<file path="src/rtl/mul_unit_pkg.sv">
// Shared encodings for the iterative multiplier: operation select and FSM states.
// The controller decodes funct3 into these same mulctl constants.
package mul_unit_pkg;

    typedef enum logic [1:0] {
        MUL_LO  = 2'b00,   // low half, signed x signed
        MUL_HSS = 2'b01,   // high half, signed x signed
        MUL_HSU = 2'b10,   // high half, signed x unsigned
        MUL_HUU = 2'b11    // high half, unsigned x unsigned
    } mulctl_e;

    typedef enum logic [1:0] {
        IDLE = 2'b00,
        CALC = 2'b01,
        FIX  = 2'b10,
        DONE = 2'b11
    } state_e;

endpackage

</file>
<file path="src/rtl/mul_unit.sv">
// Iterative shift-add multiplier (RV32M MUL/MULH/MULHSU/MULHU) with magnitude
// capture and a final conditional negate; result valid one cycle on exdone.
module mul_unit
    import mul_unit_pkg::*;
#(
    parameter int WIDTH = 32
) (
    input  logic             clk,
    input  logic             rst,
    input  logic             start,
    input  logic [1:0]       mulctl,
    input  logic [WIDTH-1:0] a,
    input  logic [WIDTH-1:0] b,
    output logic [WIDTH-1:0] result,
    output logic             busy,
    output logic             exdone
);

    localparam int CW = $clog2(WIDTH + 1);

    state_e               state_q, state_d;
    logic [CW-1:0]        cnt_q, cnt_d;
    logic [2*WIDTH-1:0]   acc_q, acc_d;
    logic [WIDTH:0]       a_q, a_d;
    logic [WIDTH:0]       b_q, b_d;
    mulctl_e              op_q, op_d;
    logic                 neg_q, neg_d;
    logic [WIDTH-1:0]     result_q, result_d;

    logic                 a_signed, b_signed;
    logic                 a_neg, b_neg;
    logic [WIDTH:0]       a_ext, b_ext;
    logic [WIDTH:0]       a_mag, b_mag;
    logic [WIDTH:0]       sum;
    logic [2*WIDTH-1:0]   fixed;

    // Operands are extended by one bit so the most negative value has a magnitude.
    always_comb begin
        a_signed = (mulctl_e'(mulctl) != MUL_HUU);
        b_signed = (mulctl_e'(mulctl) == MUL_LO) || (mulctl_e'(mulctl) == MUL_HSS);
        a_neg    = a_signed & a[WIDTH-1];
        b_neg    = b_signed & b[WIDTH-1];
        a_ext    = {a_neg, a};
        b_ext    = {b_neg, b};
        a_mag    = a_neg ? (~a_ext + 1'b1) : a_ext;
        b_mag    = b_neg ? (~b_ext + 1'b1) : b_ext;
    end

    always_comb begin
        state_d  = state_q;
        cnt_d    = cnt_q;
        acc_d    = acc_q;
        a_d      = a_q;
        b_d      = b_q;
        op_d     = op_q;
        neg_d    = neg_q;
        result_d = result_q;
        sum      = '0;
        fixed    = '0;

        case (state_q)
            IDLE: begin
                if (start) begin
                    a_d     = a_mag;
                    b_d     = b_mag;
                    op_d    = mulctl_e'(mulctl);
                    neg_d   = a_neg ^ b_neg;
                    acc_d   = '0;
                    cnt_d   = '0;
                    state_d = CALC;
                end
            end
            CALC: begin
                if (cnt_q == CW'(WIDTH)) begin
                    state_d = FIX;
                end else begin
                    // Add into the upper half, then shift the whole product right;
                    // the carry lands in the top bit so nothing is lost.
                    sum   = {1'b0, acc_q[2*WIDTH-1:WIDTH]} + (b_q[0] ? a_q : '0);
                    acc_d = {sum, acc_q[WIDTH-1:1]};
                    b_d   = b_q >> 1;
                    cnt_d = cnt_q + 1'b1;
                end
            end
            FIX: begin
                fixed    = neg_q ? (~acc_q + 1'b1) : acc_q;
                acc_d    = fixed;
                result_d = (op_q == MUL_LO) ? fixed[WIDTH-1:0] : fixed[2*WIDTH-1:WIDTH];
                state_d  = DONE;
            end
            DONE: begin
                state_d = IDLE;
            end
            default: state_d = IDLE;
        endcase
    end

    always_ff @(posedge clk) begin
        if (rst) begin
            state_q  <= IDLE;
            cnt_q    <= '0;
            acc_q    <= '0;
            a_q      <= '0;
            b_q      <= '0;
            op_q     <= MUL_LO;
            neg_q    <= 1'b0;
            result_q <= '0;
        end else begin
            state_q  <= state_d;
            cnt_q    <= cnt_d;
            acc_q    <= acc_d;
            a_q      <= a_d;
            b_q      <= b_d;
            op_q     <= op_d;
            neg_q    <= neg_d;
            result_q <= result_d;
        end
    end

    assign result = result_q;
    assign busy   = (state_q != IDLE);
    assign exdone = (state_q == DONE);

endmodule
</file>
<file path="config.mk">
export PLATFORM = sky130hd
export DESIGN_NAME = mul_unit
export DESIGN_NICKNAME = d
export VERILOG_FILES = /design/src/rtl/mul_unit_pkg.sv /design/src/rtl/mul_unit.sv
export SDC_FILE = /design/constraint.sdc
export NUM_CORES = 1
export LEC_CHECK = 0
export CAP_MARGIN = 20
export CORE_MARGIN = 10
export CORE_UTILIZATION = 40
export CTS_CLUSTER_SIZE = 24
export DETAILED_ROUTE_END_ITERATION = 7
export PLACE_DENSITY_LB_ADDON = 0.3
export SKIP_LAST_GASP = 1
export SYNTH_ARGS = -nofsm -noshare
export SYNTH_HDL_FRONTEND = slang
export SYNTH_SLANG_ARGS = --single-unit
</file>
<file path="constraint.sdc">
create_clock -name clk -period 9 [get_ports clk]
set_input_delay 0.9 -clock clk [delete_from_list [all_inputs] [get_ports clk]]
set_output_delay 0.9 -clock clk [all_outputs]
set_load 0.05 [all_outputs]
</file>
=== Word-level counts from Yosys, hierarchy flattened ===
Index checks and enable logic that the tools add are counted.

* $add $sub $neg: 5
* Equality and inequality tests: 9
* Multiplexer cells: 17
* Bitwise operators: 6
* Reduce and logical (&&, ||, !) cells: 11

{| class="wikitable"
|+ Operators by type and width
! operator !! number
|-
| 64-bit 2-to-1 mux || 3
|-
| 64-bit one-hot mux with 3 select lines || 1
|-
| 33-bit 2-to-1 mux || 5
|-
| 33-bit by 1-bit adder with 33-bit output, second input constant || 2
|-
| 33-bit inverter || 2
|-
| 33-bit one-hot mux with 2 select lines || 1
|-
| 64-bit by 1-bit adder with 64-bit output, second input constant || 1
|-
| 64-bit inverter || 1
|-
| 32-bit by 33-bit adder with 33-bit output || 1
|-
| 32-bit 2-to-1 mux || 1
|-
| 6-bit 2-to-1 mux || 2
|-
| 6-bit one-hot mux with 2 select lines || 1
|-
| 2-bit != test, second input constant || 4
|-
| 2-bit one-hot mux with 4 select lines || 1
|-
| 6-bit by 1-bit adder with 6-bit output, second input constant || 1
|-
| 6-bit equality test, second input constant || 1
|-
| 2-bit zero test || 3
|-
| 3-bit AND reduction || 2
|-
| 2-bit by 1-bit equality test with 1-bit output, second input constant || 2
|-
| 2-bit equality test, second input constant || 2
|-
| 2-bit 2-to-1 mux || 2
|-
| 2-bit AND reduction || 2
|-
| 2-bit nonzero test || 2
|-
| 3-bit nonzero test || 1
|-
| other kinds (3) || 4
|}

* Flip-flop bits (word level): 173
* Input port bits: 69
* Output and inout port bits: 34
* Logic and storage cells: 56

=== Logic depth before layout (Yosys ltp) ===
* Word-level depth: 8
* Mapped depth: 14
* Mapped depth without buffers: 13

=== Worst setup path after synthesis ===
No wires, ideal clock.

* Path type: register -> register
* Start point: reg acc_q[17]
* End point: reg result_q[29] (netlist: result[29])
* Library setup time: 117 ps
* Arrival: 3185 ps
* Data required time: 8883 ps
* Path slack: 5698 ps
* Stages on the path, launching flop included: 12
* Buffers on the path: 2
* Period minus slack after synthesis: 3302 ps
* Cell sequence: dfxtp_1 -> or4_4 -> or4_4 -> or4_4 -> buf_6 -> or2_1 -> buf_6 -> o41ai_4 -> nand2_2 -> xnor2_1 -> o21ai_1 -> a22o_1

* Word-level cells in the longest chain between the ends: 4

{| class="wikitable"
|+ RTL lines
! item !! RTL line !! source
|-
| start: declaration || mul_unit.sv:23 || <nowiki>logic [2*WIDTH-1:0] acc_q, acc_d;</nowiki>
|-
| start signal: assignment || mul_unit.sv:102 || <nowiki>acc_q <= '0;</nowiki>
|-
| start signal: assignment || mul_unit.sv:111 || <nowiki>acc_q <= acc_d;</nowiki>
|-
| 64-bit inverter || mul_unit.sv:86 || <nowiki>fixed = neg_q ? (~acc_q + 1'b1) : acc_q;</nowiki>
|-
| 64-bit by 1-bit adder with 64-bit output || mul_unit.sv:86 ||
|-
| 64-bit 2-to-1 mux || mul_unit.sv:86 ||
|-
| 32-bit 2-to-1 mux || mul_unit.sv:88 || <nowiki>result_d = (op_q == MUL_LO) ? fixed[WIDTH-1:0] : fixed[2*WIDTH-1:WIDTH];</nowiki>
|-
| end signal: assignment || mul_unit.sv:116 || <nowiki>result_q <= result_d;</nowiki>
|-
| end: declaration || mul_unit.sv:28 || <nowiki>logic [WIDTH-1:0] result_q, result_d;</nowiki>
|}

No other way between the ends.
A chain may end at the register's enable or synchronous reset.

=== Worst setup path in the final report ===
* Start point: reg b_q[0]
* End point: reg acc_q[60]

* Word-level cells in the longest chain between the ends: 4

{| class="wikitable"
|+ RTL lines
! item !! RTL line !! source
|-
| start: declaration || mul_unit.sv:25 || <nowiki>logic [WIDTH:0] b_q, b_d;</nowiki>
|-
| start signal: assignment || mul_unit.sv:104 || <nowiki>b_q <= '0;</nowiki>
|-
| start signal: assignment || mul_unit.sv:113 || <nowiki>b_q <= b_d;</nowiki>
|-
| 33-bit 2-to-1 mux || mul_unit.sv:79 || <nowiki>sum = {1'b0, acc_q[2*WIDTH-1:WIDTH]} + (b_q[0] ? a_q : '0);</nowiki>
|-
| 32-bit by 33-bit adder with 33-bit output || mul_unit.sv:79 ||
|-
| 64-bit 2-to-1 mux || mul_unit.sv:74 || <nowiki>if (cnt_q == CW'(WIDTH)) begin</nowiki>
|-
| 64-bit one-hot mux with 3 select lines || mul_unit.sv:61 || <nowiki>case (state_q)</nowiki>
|}

No other way between the ends. The select of a mux whose other input is x is not followed.

==> flow_summary.toml <==
[status]
status = "finished, final reports clean"

[cts]
post_cts_buffers = 0
cts-htree-levels = 4
cts_buffers = 17
insertion_delay_ps = 440
cts_tree = "built"
ctsHoldBuffers = 0
root_buffer = "clkbuf_16"
cts.sinks = 173
cts_resized = 0
path_clk_slew_ps = 80
cts_buffer_depth = 2

[grt]
grt_pass1_vias = 10700
grt_max_degree = 73
antenna_found_initial = 0
grt_pass1_wl_mm = 56.2
grt_overflow = 0
grt_usage = 0.184

[yosys]
synth_edf_count = 0
ys_types = 68
yosysWarningCount = 0
syn_nets = 1711
synth_largest_area_cell = "dfxtp_1"
synth_area_per_cell_sq_um = 7.42
synth_flop_cell = "dfxtp_1"
ys_ff_latch = 173
seq_area_frac_synth = 0.292
async_flop_share = 0
syn_inst = 1599
syn-cell-area_sq_um = 11900
synthTopCellsByArea = "dfxtp_1 29%, nand2_1 8.0%, xnor2_1 6.0%"
synth.top_cell.area_share = 0.292

[layout]
syn_to_final_growth_pct = 15.4
regArea_sq_um = 3460
fillerInstances = 2938
insertedDiodeCount = 0
drive_gt1_frac = 0.0488
fin_nets = 1739
multi_input_area_sq_um = 7890

[flow_run]
drv_cap = 0

[setup_path]
r2r-start = "b_q[0]$_SDFFE_PP0P_"
worstRegToRegCells = 12
crit_path_max_fanout = 34
cp-end-kind = "register"
crit_arrival_ps = 4400
endpoint = "acc_q[60]$_SDFFE_PP0P_"
critical_path_required_ps = 9310
r2r-end = "acc_q[60]$_SDFFE_PP0P_"
crit_path_start_kind = "register"
timing.reg2reg.setup_slack_ps = 4910
startpoint = "b_q[0]$_SDFFE_PP0P_"
criticalPathCategory = "register to register"

[route]
wl_per_cell_microns = 17.3
detail_route.first_pass.iterations = 6
ant_nets = 0
first_iter_violations = 1119
wirelength_mm = 34.9
viasPerCell = 5.74
drcViolationCount = 0
num_vias = 11600

[timing]
rsz0062_at_grt = "no"
hold_violations = 0
period_share = 0.455
setup_viol = 0
timing.final.ws_setup_ps = 4910
fin_skew_ps = 13.2
max_freq_mhz = 244
slew_violations = 0
tns_ps = 0
relSlewSlack = 0.392
layout_min_cycle_time_ps = 4090
worst_pin_slew_ps = 912

[die]
fp.dieW_microns = 192
die_area_sq_um = 36900
fp.dieH_microns = 192
rows = 62
core-area_sq_um = 29000
start_util = 0.409
io_pins = 103

[power]
powerDensity_nw_per_um2 = 212
vdd.ir_drop.worst_uv = 190
p_leak_nw = 5.14

[hold_path]
holdCritPathClass = "register to register"
whs_path_depth = 2

[place]
dp_slack_ps = 4950
place_congestion = 0.905
dp_hpwl_mm = 25.1
io_buffers = 102
report_power, final:
| part | internal, mW | total [mW] | switching, mW |
|---|---|---|---|
| Sequential | 0.888 | 0.971 | 0.0834 |
| Clock | 0.375 | 0.753 | 0.378 |
| Combinational | 0.370 | 1.18 | 0.808 |
worst max-delay path: stages, from the launching register on:
cell,delay [ps]
dfxtp_1,830
nand2_1,230
inv_1,100
ha_1,240
a211oi_1,410
o41ai_1,140
a311oi_1,450
o21ai_0,230
a41oi_1,400
o21ai_0,210
a221oi_1,390
mux2i_1,230
o22ai_1,100
layer usage:
layer	wire, microns	global-route usage	vias to the layer above	part of all wire
met5	0	0	-	0
met4	369	0.0432	0	0.011
met3	2050	0.0299	25	0.059
met2	15400	0.284	358	0.44
met1	17100	0.263	5456	0.49
li1	-	-	5778	-
sequential cells by signal (all words and copies together) (netlist names):
signal / cells
state_q: 2
op_q: 2
result: 32
acc_q: 64
cnt_q: 6
b_q: 33
a_q: 33
neg_q: 1
final cells by class:
cell class / instances / share of cell area
multi-input cells: 1288 / 0.577
flip-flops and latches: 173 / 0.253
repair buffers: 117 / 0.0835
well taps: 384 / 0.0351
clock buffers: 17 / 0.0311
clock inverters: 15 / 0.0123
inverters: 30 / 0.00823
cells in the mapped netlist (5+ instances only):
| cell type | count |
|---|---|
| o21ai_0 | 129 |
| o41ai_1 | 12 |
| a22oi_1 | 7 |
| nor3_1 | 54 |
| xor2_1 | 66 |
| a21o_1 | 13 |
| clkbuf_1 | 95 |
| and2_1 | 36 |
| nand3_1 | 24 |
| nand4_1 | 9 |
| inv_1 | 30 |
| nor2_1 | 155 |
| dfxtp_1 | 173 |
| buf_1 | 8 |
| nor2b_1 | 11 |
| a222oi_1 | 15 |
| a31oi_1 | 7 |
| or2_2 | 5 |
| nor4_1 | 5 |
| a221oi_1 | 26 |
| o21ai_1 | 10 |
| o221ai_1 | 5 |
| nand2_1 | 252 |
| or3_1 | 28 |
| o31ai_1 | 28 |
| a21oi_1 | 117 |
| a211oi_1 | 34 |
| ha_1 | 42 |
| o211ai_1 | 6 |
| o21bai_1 | 5 |
| or4_1 | 15 |
| a311oi_1 | 9 |
| xnor2_1 | 81 |
| nand2b_1 | 9 |
| o22ai_1 | 12 |
| and3_1 | 5 |
how the worst min path moves through the flow:
stage | slack (ps) | end | startpoint
2_1_floorplan | 430 | a_q[0]$_SDFFE_PP0P_ | a_q[0]$_SDFFE_PP0P_
3_3_place_gp | 440 | result[8]$_SDFFE_PP0P_ | result[8]$_SDFFE_PP0P_
3_5_place_dp | 450 | a_q[31]$_SDFFE_PP0P_ | a_q[31]$_SDFFE_PP0P_
4_1_cts | 460 | a_q[31]$_SDFFE_PP0P_ | a_q[31]$_SDFFE_PP0P_
5_1_grt | 480 | result[30]$_SDFFE_PP0P_ | result[30]$_SDFFE_PP0P_
6_report | 450 | result[23]$_SDFFE_PP0P_ | result[23]$_SDFFE_PP0P_
logic make-up (layout without fill, tap and decap cells):
| kind of cell | Yosys count | in the layout | synth area share |
|---|---|---|---|
| AO/OA/AOI/OAI | 471 | 471 | 0.265 |
| adder cells (fa/ha/maj) | 43 | 43 | 0.0460 |
| buffers and inverters | 138 | 179 | 0.0458 |
| XOR/XNOR | 147 | 147 | 0.109 |
| AND/OR/NAND/NOR | 623 | 623 | 0.239 |
| multiplexers | 4 | 4 | 0.00338 |
| flip-flops | 173 | 173 | 0.292 |
cell usage in the layout (no fill, tap or decap), types with 26 or more instances in the layout:
cell type	n
a21oi_1	117
xor2_1	66
dfxtp_1	172
xnor2_1	81
ha_1	41
nor2_1	153
inv_1	30
and2_1	35
o21ai_0	128
or3_1	28
clkdlybuf4s50_1	101
a221oi_1	26
nand2_1	252
nor3_1	54
o31ai_1	27
a211oi_1	34
per-stage QoR:
step	utilization	cells	power [mW]	hold slack [ps]	cell area, sq um
floorplan	-	1599	1.81	432	11900
global placement	0.450	1990	2.14	437	13100
detailed placement	0.450	1990	2.15	446	13100
CTS	0.471	2022	2.90	456	13700
global route	0.472	2024	3.09	478	13700
finish	0.472	2024	2.90	453	13700
Note: power is estimated with default switching activity, not from simulation.
